`src/rtl/qamtheta.sv`:
```
// 16-QAM symbol mapper: deserialises 4 bits per symbol into Gray-coded I/Q pairs and scales cos/sin by +-1/+-3.
// Latency: symbol registers load on the 4th bit edge, products follow one edge later; no backpressure, accepts one bit every clock.
module qamtheta (
   input  logic        clk_16,
   input  logic        rst,
   input  logic        inputsignal,
   input  logic [11:0] cos,
   input  logic [11:0] sin,
   output logic [15:0] acos,
   output logic [15:0] bsin,
   output logic [1:0]  bitsa,
   output logic [1:0]  bitsb
);

   logic [2:0]  bit_hist;
   logic [3:0]  sym_window;
   logic [1:0]  bit_cnt;
   logic        valid;
   logic [15:0] a_prod;
   logic [15:0] b_prod;

   // Gray amplitude times carrier: 00 -> -3, 01 -> -1, 11 -> +1, 10 -> +3
   function automatic logic [15:0] gray_scale(input logic [1:0] pair, input logic [11:0] x);
      logic [15:0] x1;
      logic [15:0] x3;
      x1 = {{4{x[11]}}, x};
      x3 = (x1 << 1) + x1;
      case (pair)
         2'b00:   gray_scale = -x3;
         2'b01:   gray_scale = -x1;
         2'b11:   gray_scale = x1;
         default: gray_scale = x3;
      endcase
   endfunction

   // Full 4-bit shift window; the oldest bit only ever leaves through the symbol load.
   assign sym_window = {bit_hist, inputsignal};

   always_comb begin
      a_prod = gray_scale(bitsa, cos);
      b_prod = gray_scale(bitsb, sin);
   end

   always_ff @(posedge clk_16) begin
      if (rst) begin
         bit_hist <= 3'b000;
         bit_cnt  <= 2'd0;
         valid    <= 1'b0;
         bitsa    <= 2'b00;
         bitsb    <= 2'b00;
         acos     <= 16'd0;
         bsin     <= 16'd0;
      end else begin
         bit_hist <= sym_window[2:0];
         bit_cnt  <= bit_cnt + 2'd1;
         if (bit_cnt == 2'd3) begin
            bitsa <= sym_window[3:2];
            bitsb <= sym_window[1:0];
            valid <= 1'b1;
         end
         acos <= valid ? a_prod : 16'd0;
         bsin <= valid ? b_prod : 16'd0;
      end
   end

endmodule

```
`config.mk`:
```
export PLATFORM = sky130hd
export DESIGN_NAME = qamtheta
export DESIGN_NICKNAME = d
export VERILOG_FILES = /design/src/rtl/qamtheta.sv
export SDC_FILE = /design/constraint.sdc
export NUM_CORES = 1
export LEC_CHECK = 0
export ABC_AREA = 1
export BUFFER_PORTS_ARGS = -buffer_cell sky130_fd_sc_hd__buf_2
export CORE_UTILIZATION = 60
export CTS_BUF_LIST = sky130_fd_sc_hd__clkbuf_2 sky130_fd_sc_hd__clkbuf_4 sky130_fd_sc_hd__clkbuf_8
export CTS_CLUSTER_SIZE = 10
export DETAILED_ROUTE_END_ITERATION = 10
export PLACE_DENSITY_LB_ADDON = 0.08
export REMOVE_ABC_BUFFERS = 1
export SLEW_MARGIN = 20
export SYNTH_ARGS = -nofsm -noshare
export SYNTH_HDL_FRONTEND = slang
export SYNTH_SLANG_ARGS = --single-unit
```
`constraint.sdc`:
```
create_clock -name clk_16 -period 3.1 [get_ports clk_16]
set_clock_uncertainty 0.2 [all_clocks]
set_input_delay 0.31 -clock clk_16 [delete_from_list [all_inputs] [get_ports clk_16]]
set_output_delay 0.31 -clock clk_16 [all_outputs]
set_load 0.01 [all_outputs]
```
# Yosys cells after proc, flatten, opt, wreduce, memory -nomap -nowiden
# Cells that the tools add are included.
[totals]
register_bits = 42
out_inout_bits = 36
[op_classes]
n_addsub = 7
n_eq_ne = 5
n_mux = 2
bitwise = 1
reduce_logical = 3
[op_table]
columns = ["cell", "count"]
rows = [
  ["16-bit one-hot mux with 3 select lines", 2],
  ["16-bit negation", 4],
  ["13-bit by 12-bit adder with 14-bit output", 2],
  ["2-bit equality test (second input constant)", 3],
  ["2-bit by 1-bit equality test with 1-bit output (second input constant)", 2],
  ["2-bit logical NOT", 2],
  ["2-bit by 1-bit adder with 2-bit output (second input constant)", 1],
  ["2-bit OR reduction", 1],
  ["1-bit NOT", 1],
]

# Longest topological paths before layout
[logic_depth]
depth_word = 3
mapped_depth = 18
mapped_depth_nobuf = 18

# Worst setup path after synthesis
# Ideal clock, no wire load.
[synth_path]
path_type = "in2reg"
from = "in sin[0]"
to = "reg bsin[13]"
setup_ns = 0.114
arrival_time_ns = 2.033
required_time_ns = 2.786
setup_slack_ns = 0.754
stages = 14
path_buffers = 0
path_cell_list = "ha_1 > fa_1 > nor2_1 > nand2_1 > nor2_1 > nand3_1 > nor2_2 > nand3_2 > nor2_4 > nand2_2 > o21ai_1 > nand2_1 > nand2_1 > nand2_1"
[synth_between]
elab_chain_cells = 3
elab_cells_between_ends = 4
cone_classes = "add/sub (3); mux (1)"
[synth_lines]
columns = ["item", "line_no", "source"]
rows = [
  ["start: declaration", "8", "input logic [11:0] sin,"],
  ["13-bit by 12-bit adder with 14-bit output", "27", "x3 = (x1 << 1) + x1;"],
  ["16-bit negation", "29", "2'b00: gray_scale = -x3;"],
  ["16-bit one-hot mux with 3 select lines *", "28", "case (pair)"],
  ["end signal: assignment", "62", "bsin <= valid ? b_prod : 16'd0;"],
  ["end: declaration", "10", "output logic [15:0] bsin,"],
]
# Mark *: on every way between the ends. The rest lies on a longest branch, timed or not.
# A chain may end at the register's enable or synchronous reset.

# Worst setup path after layout
[layout_path]
from = "in sin[1]"
to = "reg bsin[13]"
# The elaborated chain is that of the path after synthesis.

==> results.json <==
{
  "status": "completed",
  "finalSetupViolCount": 0,
  "crit_arrival_ps": 2440,
  "p_clk_share_pct": 27.6,
  "grt_pass1_wl_mm": 18.7,
  "p_leak_nw": 2.60,
  "drtAntennaViolNets": 0,
  "async_flop_share_pct": 0,
  "grt_remaining_overflow": 0,
  "tns_ps": 0,
  "area_growth_pct": 12.0,
  "drt_iter0_drc": 243,
  "p_sw_share_pct": 38.3,
  "synth_edf_count": 0,
  "place_worst_setup_slack_ps": 384,
  "vias": 4569,
  "yosysMostFrequentCell": "nand2_1",
  "syn_inst": 691,
  "min_from": "inputsignal",
  "dp_hpwl_mm": 8.84,
  "grt_usage_pct": 31.4,
  "synth_largest_area_cell": "dfxtp_1",
  "start_kind": "input port",
  "slew_viol_final": 0,
  "netlist_top_cells_count": "nand2_1 (191), inv_1 (108), nor2_1 (68), nand3_1 (62), ha_1 (47)",
  "antenna_cells": 0,
  "switchingPower_mw": 0.622,
  "rr_startpoint": "bitsb[1]",
  "postLayoutCoreUtil_pct": 69.3,
  "synthFlopType": "dfxtp_1",
  "clk_latency_ps": 310,
  "cts-root-buf": "clkbuf_8",
  "synth_top_area_share_pct": 20.1,
  "power_density_nw_per_um2": 347,
  "grt_max_degree": 21,
  "syn_avg_cell_area_um2": 6.05,
  "pin_count": 63,
  "die_x_um": 85.5,
  "final_area_um2": 4680,
  "power_frac_seq_pct": 35.2,
  "routed_via_density": 5.47,
  "end_kind": "register",
  "hold_violations": 0,
  "routedWlPerCell_um": 13.1,
  "ys_seq_area_share_pct": 20.1,
  "die_h_um": 85.5,
  "antenna_found_initial": 0,
  "cts_hold_buffers": 0,
  "maxSlewHeadroom_pct": 52.6,
  "numCtsBuffers": 5,
  "htree_num_levels": 2,
  "crit_fanout": 4,
  "timing.final.crit_share_pct": 78.7,
  "clock-sinks": 42,
  "worst_pin_slew_ps": 710,
  "cap_violations": 0,
  "setup_ws_ps": 661,
  "synth.distinct_cells": 37,
  "dieArea_um2": 7310,
  "cp-startpoint": "sin[1]",
  "cp.required_ps": 3100,
  "place_congestion": 0.911,
  "ys_ff_latch": 42,
  "place_area_um2": 4570,
  "drc": 0,
  "port_buffers": 62,
  "initial_core_util_pct": 61.9,
  "core.rowCount": 30,
  "cts_resized": 0,
  "peakVddDrop_mv": 0.251,
  "worst-setup-path-type": "in2reg",
  "ys.warnings.count": 0,
  "cts.path.max_buffers": 2,
  "firstDrtPassIters": 5,
  "rsz0062_at_grt": "false",
  "core_um2": 6760,
  "hp-class": "in2reg",
  "grt_pass1_vias": 4144,
  "fin_crit_ps": 2440,
  "fin_nets": 831,
  "intPower_mw": 1.00,
  "tritoncts": "done",
  "clkTransAtPathRegs_ps": 80,
  "yosys-top-cells-area": "dfxtp_1 (20%), nand2_1 (17%), ha_1 (14%), inv_1 (9.7%), nand3_1 (7.4%)",
  "syn_area_um2": 4180,
  "r2r_setup_slack_ps": 860,
  "totalWireLength_mm": 10.9,
  "combPwrFrac_pct": 37.2,
  "drive_gt1_share_pct": 13.5,
  "cts_setup_buffers": 0,
  "timing.hold.ws_ps": 20.4,
  "fmax_ghz": 0.410
}
[layout by cell type, fill, tap and decap left out, types with 4 or more instances in the layout]
cell      count
inv_1       108
nand3_2       5
o21ai_0      33
clkbuf_8      5
nand3_1      62
nor2_1       68
nand2_1     191
nand3b_1      9
nand2_2       7
clkinv_1      4
a31oi_1      15
nor3_1        6
a211oi_1      4
buf_4         4
ha_1         47
nor2_2        9
nand4_1      13
dfxtp_1      42
buf_2        62
o22ai_1       6
a21oi_1      34
[final timing paths]
path | to | cells after the start
hold / removal | bit_hist[0] | 3
hold reg to reg | bit_hist[1] | 2
setup reg to reg | bsin[13] | 8
setup / recovery | bsin[13] | 15
[per-stage QoR]
| step | std cells | power [mW] |
|---|---|---|
| 3_3_place_gp | 828 | 1.16 |
| 3_5_place_dp | 828 | 1.17 |
| 6_report | 836 | 1.62 |
| 2_1_floorplan | 682 | 1.02 |
| 4_1_cts | 836 | 1.62 |
| 5_1_grt | 836 | 1.74 |
[registers in the layout, indices dropped and copies added, names as in the netlist]
name,flops
acos,16
bitsb,2
bit_hist,3
bitsa,2
bit_cnt,2
bsin,16
valid,1
[power groups by stage]
stage	Combinational, mW	Sequential, mW	Clock [mW]
3_5_place_dp	0.591	0.583	0
6_report	0.604	0.571	0.449
2_1_floorplan	0.433	0.586	0
5_1_grt	0.687	0.573	0.481
4_1_cts	0.596	0.571	0.453
3_3_place_gp	0.579	0.583	0
[worst max-delay path, stage by stage]
cell and delay [ps]:
buf_2 130, ha_1 240, fa_1 490, nor2_1 130, nand2_1 80, nor2_1 140
nand3_1 140, nor2_2 150, nand3_2 110, nor2_4 130, nand2_2 70, o21ai_1 120
nand2_1 60, nand2_1 80, nand2_1 50
[final cells by class]
type	count	area, um^2
clock buffer	5	68.8
timing repair buffer	66	340
tap	80	100
inverter	114	428
fill	634	2070
sequential	42	841
clock inverter	3	43.8
multi-input combinational	526	2860
[cell families (layout without fill, tap and decap cells)]
group           after synthesis  count (layout)  share of synthesized area [%]
buf+inv                     123             188                           11.5
xor+xnor                      2               2                          0.419
flops                        42              42                           20.1
fa+ha+maj                    49              49                           15.0
simple gates                375             375                           39.6
compound gates              100             100                           13.4
[routing by layer]
layer	part of all wire (%)	vias up	GRT usage (%)
met4	0.99	0	5.76
met2	42	180	48.7
met1	50	2009	46.8
met3	6.9	13	3.99
li1	-	2367	-
met5	0	-	0
Power figures use the tool's default switching activity.
